===== config.mk =====
export PLATFORM = sky130hd
export DESIGN_NAME = cicero_host_ctrl
export DESIGN_NICKNAME = d
export VERILOG_FILES = /design/src/rtl/cicero_host_ctrl.sv
export SDC_FILE = /design/constraint.sdc
export NUM_CORES = 1
export LEC_CHECK = 0
export ABC_AREA = 1
export BUFFER_PORTS_ARGS = -buffer_cell sky130_fd_sc_hd__buf_2
export CAP_MARGIN = 40
export CORE_AREA = 2 2 191 193
export CTS_BUF_LIST = sky130_fd_sc_hd__clkbuf_8
export CTS_CLUSTER_DIAMETER = 60
export DETAILED_ROUTE_END_ITERATION = 8
export DIE_AREA = 0 0 193 195
export HOLD_SLACK_MARGIN = 0.08
export PLACE_DENSITY = 0.76
export SYNTH_ARGS = -nofsm -noshare
export SYNTH_HDL_FRONTEND = slang
export SYNTH_SLANG_ARGS = --single-unit

===== constraint.sdc =====
create_clock -name clk -period 3.2 [get_ports clk]
set_input_delay 0.32 -clock clk [delete_from_list [all_inputs] [get_ports clk]]
set_output_delay 0.32 -clock clk [all_outputs]
set_load 0.01 [all_outputs]

===== src/rtl/cicero_host_ctrl.sv =====
// Host command sequencer between the JTAG register bank and the CICERO core.
// Runs write, read-back, engine run with timeout, and engine reset sequences.
module cicero_host_ctrl #(
  parameter int MEM_ADDR_W     = 10,
  parameter int RD_LATENCY     = 2,
  parameter int TIMEOUT_CYCLES = 1000000
) (
  input  logic                  clk,
  input  logic                  rst_n,
  input  logic [31:0]           command,
  input  logic [31:0]           address,
  input  logic [31:0]           start_cc_pointer,
  input  logic [31:0]           end_cc_pointer,
  input  logic [63:0]           data_in,
  output logic [63:0]           data_out,
  output logic [31:0]           status,
  output logic                  mem_we,
  output logic                  mem_rd_en,
  output logic [MEM_ADDR_W-1:0] mem_addr,
  output logic [63:0]           mem_wdata,
  input  logic [63:0]           mem_rdata,
  output logic                  eng_rst,
  output logic                  eng_start,
  output logic [31:0]           eng_start_cc,
  output logic [31:0]           eng_end_cc,
  input  logic                  eng_done,
  input  logic                  eng_accept
);

  localparam logic [2:0] S_IDLE      = 3'd0;
  localparam logic [2:0] S_WRITE     = 3'd1;
  localparam logic [2:0] S_READ      = 3'd2;
  localparam logic [2:0] S_RUN_START = 3'd3;
  localparam logic [2:0] S_RUN_WAIT  = 3'd4;
  localparam logic [2:0] S_ENG_RST   = 3'd5;
  localparam logic [2:0] S_ERROR     = 3'd6;

  localparam logic [7:0] OP_NOP   = 8'h00;
  localparam logic [7:0] OP_WRITE = 8'h01;
  localparam logic [7:0] OP_READ  = 8'h02;
  localparam logic [7:0] OP_RUN   = 8'h03;
  localparam logic [7:0] OP_ERST  = 8'h04;
  localparam logic [7:0] OP_CLR   = 8'h05;

  localparam logic [31:0] TO_LAST = 32'(TIMEOUT_CYCLES - 1);
  localparam logic [2:0]  RD_LAT  = 3'(RD_LATENCY);

  logic [2:0]            r_state,        w_state;
  logic [31:0]           r_last_cmd,     w_last_cmd;
  logic [2:0]            r_rd_cnt,       w_rd_cnt;
  logic [31:0]           r_to_cnt,       w_to_cnt;
  logic [1:0]            r_rst_cnt,      w_rst_cnt;
  logic                  r_err,          w_err;
  logic [1:0]            r_err_code,     w_err_code;
  logic                  r_last_acc,     w_last_acc;
  logic [7:0]            r_last_op,      w_last_op;
  logic [15:0]           r_last_tag,     w_last_tag;
  logic [63:0]           r_data_out,     w_data_out;
  logic [MEM_ADDR_W-1:0] r_mem_addr,     w_mem_addr;
  logic [63:0]           r_mem_wdata,    w_mem_wdata;
  logic [31:0]           r_eng_start_cc, w_eng_start_cc;
  logic [31:0]           r_eng_end_cc,   w_eng_end_cc;
  logic                  r_mem_we, r_mem_rd_en, r_eng_rst, r_eng_start;
  logic [31:0]           r_status;

  logic       w_new;
  logic [7:0] w_op;
  logic       w_busy;
  logic       w_unused_addr;

  assign w_new         = (command != r_last_cmd);
  assign w_op          = command[7:0];
  assign w_unused_addr = ^address[31:MEM_ADDR_W];

  always_comb begin
    w_state        = r_state;
    w_last_cmd     = r_last_cmd;
    w_rd_cnt       = r_rd_cnt;
    w_to_cnt       = r_to_cnt;
    w_rst_cnt      = r_rst_cnt;
    w_err          = r_err;
    w_err_code     = r_err_code;
    w_last_acc     = r_last_acc;
    w_last_op      = r_last_op;
    w_last_tag     = r_last_tag;
    w_data_out     = r_data_out;
    w_mem_addr     = r_mem_addr;
    w_mem_wdata    = r_mem_wdata;
    w_eng_start_cc = r_eng_start_cc;
    w_eng_end_cc   = r_eng_end_cc;
    case (r_state)
      S_IDLE: begin
        if (w_new) begin
          w_last_cmd = command;
          w_last_op  = w_op;
          w_last_tag = command[23:8];
          case (w_op)
            OP_NOP: ;
            OP_WRITE: begin
              w_mem_addr  = address[MEM_ADDR_W-1:0];
              w_mem_wdata = data_in;
              w_state     = S_WRITE;
            end
            OP_READ: begin
              w_mem_addr = address[MEM_ADDR_W-1:0];
              w_rd_cnt   = RD_LAT;
              w_state    = S_READ;
            end
            OP_RUN: begin
              // An inverted pointer range never reaches the engine.
              if (start_cc_pointer > end_cc_pointer) begin
                w_err      = 1'b1;
                w_err_code = 2'd3;
                w_state    = S_ERROR;
              end else begin
                w_eng_start_cc = start_cc_pointer;
                w_eng_end_cc   = end_cc_pointer;
                w_state        = S_RUN_START;
              end
            end
            OP_ERST: begin
              w_rst_cnt = 2'd0;
              w_state   = S_ENG_RST;
            end
            OP_CLR: begin
              w_err      = 1'b0;
              w_err_code = 2'd0;
            end
            default: begin
              w_err      = 1'b1;
              w_err_code = 2'd1;
              w_state    = S_ERROR;
            end
          endcase
        end
      end
      S_WRITE: w_state = S_IDLE;
      S_READ: begin
        if (r_rd_cnt == 3'd0) begin
          w_data_out = mem_rdata;
          w_state    = S_IDLE;
        end else begin
          w_rd_cnt = r_rd_cnt - 3'd1;
        end
      end
      S_RUN_START: begin
        w_to_cnt = 32'd0;
        w_state  = S_RUN_WAIT;
      end
      S_RUN_WAIT: begin
        // Completion takes priority over a timeout landing in the same cycle.
        if (eng_done) begin
          w_data_out = {62'b0, 1'b1, eng_accept};
          w_last_acc = eng_accept;
          w_state    = S_IDLE;
        end else if (r_to_cnt == TO_LAST) begin
          w_err      = 1'b1;
          w_err_code = 2'd2;
          w_state    = S_ERROR;
        end else begin
          w_to_cnt = r_to_cnt + 32'd1;
        end
      end
      S_ENG_RST: begin
        if (r_rst_cnt == 2'd3) w_state = S_IDLE;
        else                   w_rst_cnt = r_rst_cnt + 2'd1;
      end
      S_ERROR: begin
        if (w_new) begin
          w_last_cmd = command;
          if (w_op == OP_CLR) begin
            w_last_op  = w_op;
            w_last_tag = command[23:8];
            w_err      = 1'b0;
            w_err_code = 2'd0;
            w_state    = S_IDLE;
          end
        end
      end
      default: w_state = S_IDLE;
    endcase
  end

  assign w_busy = (w_state != S_IDLE) && (w_state != S_ERROR);

  // Strobes and status are derived from the next state so they line up with it.
  always_ff @(posedge clk) begin
    if (!rst_n) begin
      r_state        <= S_IDLE;
      r_last_cmd     <= 32'd0;
      r_rd_cnt       <= 3'd0;
      r_to_cnt       <= 32'd0;
      r_rst_cnt      <= 2'd0;
      r_err          <= 1'b0;
      r_err_code     <= 2'd0;
      r_last_acc     <= 1'b0;
      r_last_op      <= 8'd0;
      r_last_tag     <= 16'd0;
      r_data_out     <= 64'd0;
      r_mem_addr     <= '0;
      r_mem_wdata    <= 64'd0;
      r_eng_start_cc <= 32'd0;
      r_eng_end_cc   <= 32'd0;
      r_mem_we       <= 1'b0;
      r_mem_rd_en    <= 1'b0;
      r_eng_rst      <= 1'b0;
      r_eng_start    <= 1'b0;
      r_status       <= 32'd0;
    end else begin
      r_state        <= w_state;
      r_last_cmd     <= w_last_cmd;
      r_rd_cnt       <= w_rd_cnt;
      r_to_cnt       <= w_to_cnt;
      r_rst_cnt      <= w_rst_cnt;
      r_err          <= w_err;
      r_err_code     <= w_err_code;
      r_last_acc     <= w_last_acc;
      r_last_op      <= w_last_op;
      r_last_tag     <= w_last_tag;
      r_data_out     <= w_data_out;
      r_mem_addr     <= w_mem_addr;
      r_mem_wdata    <= w_mem_wdata;
      r_eng_start_cc <= w_eng_start_cc;
      r_eng_end_cc   <= w_eng_end_cc;
      r_mem_we       <= (w_state == S_WRITE);
      r_mem_rd_en    <= (r_state != S_READ) && (w_state == S_READ);
      r_eng_rst      <= (w_state == S_ENG_RST);
      r_eng_start    <= (w_state == S_RUN_START);
      r_status       <= {w_last_tag, w_last_op, w_last_acc, w_err_code, w_err, w_busy, w_state};
    end
  end

  assign data_out     = r_data_out;
  assign status       = r_status;
  assign mem_we       = r_mem_we;
  assign mem_rd_en    = r_mem_rd_en;
  assign mem_addr     = r_mem_addr;
  assign mem_wdata    = r_mem_wdata;
  assign eng_rst      = r_eng_rst;
  assign eng_start    = r_eng_start;
  assign eng_start_cc = r_eng_start_cc;
  assign eng_end_cc   = r_eng_end_cc;

endmodule


# == Word level (Yosys, flattened, before mapping) ==
# Cells that the tools add are included.
# W data, S select, Z words.
# op_classes
n_addsub,3
n_lt_le_gt_ge,1
eq_ne,28
mux,50
bitwise,1
n_reduce_logical,22
# op_table
operator,count
$mux W64,2
$pmux W64 S2,1
$mux W32,2
$pmux W32 S2,1
$mux W16,3
$mux W3,11
$add A32 B1 Y32 const B,1
$eq A32 B20 Y1 const B,1
$gt A32 B32 Y1,1
$ne A32 B32 Y1,1
$pmux W16 S2,1
$mux W8,3
$mux W2,9
$pmux W3 S6,1
$eq A8 B2 Y1 const B,2
$eq A8 B3 Y1 const B,2
$pmux W8 S2,1
$pmux W3 S5,1
$ne A2 B2 Y1 const B,7
$eq A3 B2 Y1 const B,4
$eq A3 B3 Y1 const B,4
$pmux W2 S3,2
$reduce_and A3 Y1,4
$reduce_and A4 Y1,3
21 further kinds,37
# totals
ff_bits,338
in_bits,260
out_inout_bits,238
elab_cells,125

# == Longest topological paths before layout ==
# logic_depth
word_depth,7
mapped_depth,20
ltp_nobuf,20

# == Worst setup path before layout ==
# OpenSTA, ideal clock, no wires.
# synth_path
kind,input to register
from,in end_cc_pointer[7]
to,"reg r_eng_start_cc[29], in the netlist eng_start_cc[29]"
setup_ns,0.118
arrival_ns,1.728
required_ns,3.082
slack_ns,1.355
path_stages,15
path_cell_list,inv_1 -> ha_1 -> a21o_1 -> nor2_1 -> nand2_1 -> nand2_1 -> nand2_1 -> nand2_1 -> nand2_1 -> nand2_1 -> nand3_4 -> buf_8 -> buf_6 -> o21ai_1 -> a21oi_2
# synth_between
elab_chain_cells,3
# synth_lines
item,line,text
"start, declared",13,"input logic [31:0] end_cc_pointer,"
$gt A32 B32 Y1,111,if (start_cc_pointer > end_cc_pointer) begin
$not A1 Y1 (no source line),--,
$reduce_and A4 Y1 (no source line),--,
"end signal, assigned",223,r_eng_start_cc <= w_eng_start_cc;
"end, declared",61,"logic [31:0] r_eng_start_cc, w_eng_start_cc;"
# No other way between the ends.
# A chain may end at the register's enable or synchronous reset.

# == Final worst setup path ==
# layout_path
from,reg r_state[0]
to,"reg r_data_out[0], in the netlist data_out[0]"
# layout_between
elab_chain_cells,3
# layout_lines
item,line,text
"start, declared",48,"logic [2:0] r_state, w_state;"
"start signal, assigned",210,r_state <= w_state;
$eq A3 B2 Y1 / $eq A3 B3 Y1 (equally long branches),91,case (r_state)
$ne A2 B2 Y1 (no source line) / $reduce_bool A2 Y1 (equally long branches),--,
$reduce_and A3 Y1 (no source line),--,
"end signal, assigned",220,r_data_out <= w_data_out;
"end, declared",58,"logic [63:0] r_data_out, w_data_out;"
# Parallel ways exist; a longest one is shown, timed or not.

==> summary.txt <==
Status
  • Run status: finished clean

Clock network
  • H-tree depth: 2
  • Clk pin slew, worst setup/hold paths: 0.06 ns
  • CTS Buf Count: 52
  • Clock sink count: slightly above 300
  • Root Driver: clkbuf_8
  • CTS tree: built
  • Longest Clk Path Bufs: 3
  • Postcts setup bufs: 0
  • Worst-Skew Late Latency: around 0.63 ns

Worst setup path
  • Worst EP arrival: roughly 3.4 ns
  • Largest stage delay, worst path: about 0.55 ns
  • Slowest library cell on the worst path: dlygate4sd3_1
  • Worst setup EP type: register
  • Worst Path Required: 3.71 ns
  • CP startpoint kind: register
  • Worst reg-to-reg path cell count: 13
  • Largest delay contributor family on the critical path: buffers and inverters
  • WS Path Type: register to register
  • Worst-path fanout max: 63
  • WP buf/inv: 7
  • Cell Chain, Critical Path: nor2_1, inv_1, nor2_4, buf_4, inv_2, buf_4, nor2_1, nor2_4, buf_6, inv_1, o21ai_0, a31oi_1, dlygate4sd3_1
  • WP depth: 13

Power
  • Leak pwr: slightly below 9 nW
  • Clock share of power: 0.370
  • Power per cell area: ~530 nW/um^2
  • Maximum vdd drop: 0.449 mV
  • Sw frac: 0.314
  • NetSw: 3.29 mW
  • Sequential power share: 0.409
  • Cell Int Power: 7.21 mW
  • Combinational power share: 0.221

Routing
  • WL/cell: 17.1 um
  • Initial DRT Pass Iterations: 6
  • Total wire length: 51800 um
  • Via Count: around 16000
  • Starting DRT DRC Count: about 900
  • Vias per inst: between 5 and 6
  • Antenna-violating nets left: 0
  • Residual DRC: 0

STA
  • Final hold violation count: 0
  • RSZ-0062 raised after global routing: no
  • Rel. slew slack: 0.300
  • FMAX: around 340 MHz
  • Final setup fails: 0
  • Tightest Pin Transition: ~1.1 ns
  • Hold slack final: about 0.24 ns
  • Clock Skew: roughly 0.031 ns
  • Setup ws final: 0.266 ns
  • Tcrit/Tclk final: 0.917
  • Max Transition Viols Final: 0
  • Final Critical Period: just under 3 ns
  • Setup TNS Final: 0 ns

Synthesis
  • Register area share after synthesis: 0.451
  • Avg Inst Size Synth: ~7.4 um^2
  • Ys Warns: 0
  • Most common flop cell mapped by yosys: dfxtp_1
  • Post-synth cell types: 50
  • Async set-or-reset flop fraction in the synthesized netlist: 0
  • Yosys reg bits: 307
  • Synthesized cell area: about 14000 um^2
  • Syn Inst Count: between 1500 and 2000
  • Net Count, Synth: around 2100
  • EDFF count, synth: 0

Final layout
  • Layout cell share with drive strength beyond 1: 0.240
  • Area Overhead vs Synth: 45.3%
  • Design Area, Final: slightly below 20000 um^2
  • Layout net count: ~2800
  • Final std cells w/o fill: around 3000

Floorplanning
  • IO Count: 498
  • Initial core utilization: 0.385
  • DIE AREA: approximately 38000 um^2
  • Placement Rows: slightly below 70
  • Core area: 35400 um^2
  • Die Span Y: about 200 um
  • Chip width: 193 um

Placement
  • Buffers on Ports: 475
  • DPL Wire Length: around 32000 um
  • Placed cell areas: approximately 16000 um^2
  • Dpl cells: 2697
  • Pre-CTS WS: roughly 0.49 ns
  • Final GP Congestion: around 0.9

Global routing
  • Total GRT Usage: 0.263
  • Largest net degree at the start of global routing: between 200 and 250
  • Vias in the first global route: 15600
  • Initial antenna violation count: 2
  • Global-route wire length before repair: 79200 um
  • GRT overflow: 0

Min path
  • Worst hold path type: primary input to register
  • Hold Path Cell Cnt: 4

Flow run
  • Max_cap viols: 0
[layer usage]
metal,GRT usage,share of wire,wire [um],up-vias
met2,0.459,0.48,24700,845
met5,0,0,0,-
met3,0.0658,0.086,4480,211
met1,0.287,0.38,19800,7096
li1,-,-,-,7373
met4,0.155,0.055,2840,0
[final timing paths]
| check | endpoint | slack (ns) | startpoint |
|---|---|---|---|
| max | data_out[0] | 0.27 | r_state[0] |
| min | r_to_cnt[0] | 0.24 | eng_done |
| max reg2reg | data_out[0] | 0.27 | r_state[0] |
| min reg2reg | eng_end_cc[23] | 0.44 | eng_end_cc[23] |
[cell type report]
class	instances	area, um^2
Clock inverter	34	284
Antenna cell	3	7.51
Fill cell	2960	15600
Inverter	177	673
Multi-Input combinational cell	1259	6250
Timing Repair Buffer	730	4970
Sequential cell	307	6150
Clock buffer	63	867
Tap cell	461	577
[registers in the layout, summed over array words and instances (netlist names), 7 cells and up]
| name | count |
|---|---|
| data_out | 64 |
| mem_addr | 10 |
| r_last_op | 7 |
| r_to_cnt | 32 |
| eng_start_cc | 32 |
| r_last_cmd | 32 |
| eng_end_cc | 32 |
| r_last_tag | 16 |
| mem_wdata | 64 |
[cell usage after synthesis, types with 2 or more instances]
library cell | instances | share of area
nor2_1 | 118 | 0.033
xor2_1 | 10 | 0.0064
nand2_1 | 460 | 0.13
nand2_2 | 5 | 0.0023
buf_4 | 10 | 0.0055
o21ai_1 | 58 | 0.021
inv_1 | 166 | 0.046
ha_1 | 36 | 0.033
nand3_1 | 88 | 0.032
o21a_1 | 3 | 0.0017
nor3_1 | 28 | 0.010
nand2_4 | 3 | 0.0025
buf_2 | 27 | 0.0099
nor2_4 | 2 | 0.0017
a211oi_1 | 4 | 0.0022
o211ai_1 | 4 | 0.0022
a21oi_2 | 2 | 0.0013
buf_6 | 14 | 0.012
dfxtp_1 | 307 | 0.45
nor4_1 | 2 | 0.00092
a31oi_1 | 3 | 0.0014
a21boi_1 | 2 | 0.0011
buf_1 | 2 | 0.00055
nor2_2 | 6 | 0.0028
clkbuf_1 | 45 | 0.012
inv_2 | 8 | 0.0022
or2_1 | 3 | 0.0014
a31o_2 | 2 | 0.0013
and3_1 | 3 | 0.0014
xnor2_1 | 31 | 0.020
a21oi_1 | 289 | 0.11
nand4_1 | 31 | 0.014
o21ai_0 | 49 | 0.018
nor3_2 | 5 | 0.0037
[kinds of logic after synthesis]
logic type / after synthesis / synth area share
compound gates: 422 / 0.161
xor+xnor: 41 / 0.0264
fa+ha+maj: 36 / 0.0331
buf+inv: 276 / 0.0901
flops: 307 / 0.451
simple gates: 760 / 0.238
[what timing repair did]
action / CTS / global route
endpoints found under the hold margin: 258 / 0
endpoints found under the setup margin: 0 / 1
resized for setup: 0 / 1
hold buffers: 237 / 0
[through the flow]
stage | power, mW | util
final | 10.5 | 0.559
after global routing | 11.0 | 0.559
after floorplan | 5.62 | -
after CTS | 10.5 | 0.559
after detailed placement | 6.36 | 0.459
after global placement | 6.28 | 0.459
[worst min-delay path: cells and delay by family]
kind / cells / cell delay, ns
AND/OR/NAND/NOR: 2 / 0.22
buffers and inverters: 1 / 0.18
AO/OA/AOI/OAI: 1 / 0.08
[cell usage in the layout, fill, tap and decap left out, types with 58 or more instances in the layout]
cell,synthesis,layout
inv_1,166,181
dfxtp_1,307,307
nand3_1,88,88
buf_2,27,475
nand2_1,460,460
a21oi_1,289,289
nor2_1,118,117
o21ai_1,58,58
dlygate4sd3_1,0,237
clkbuf_8,0,63
[power groups by stage]
stage | sequential (mW) | clock, mW | combinational, mW
after detailed placement | 4.36 | 0 | 2.01
after CTS | 4.28 | 3.96 | 2.25
after global placement | 4.35 | 0 | 1.93
final | 4.29 | 3.88 | 2.32
after floorplan | 4.43 | 0 | 1.19
after global routing | 4.32 | 4.12 | 2.54
(Power assumes the default switching activity.)
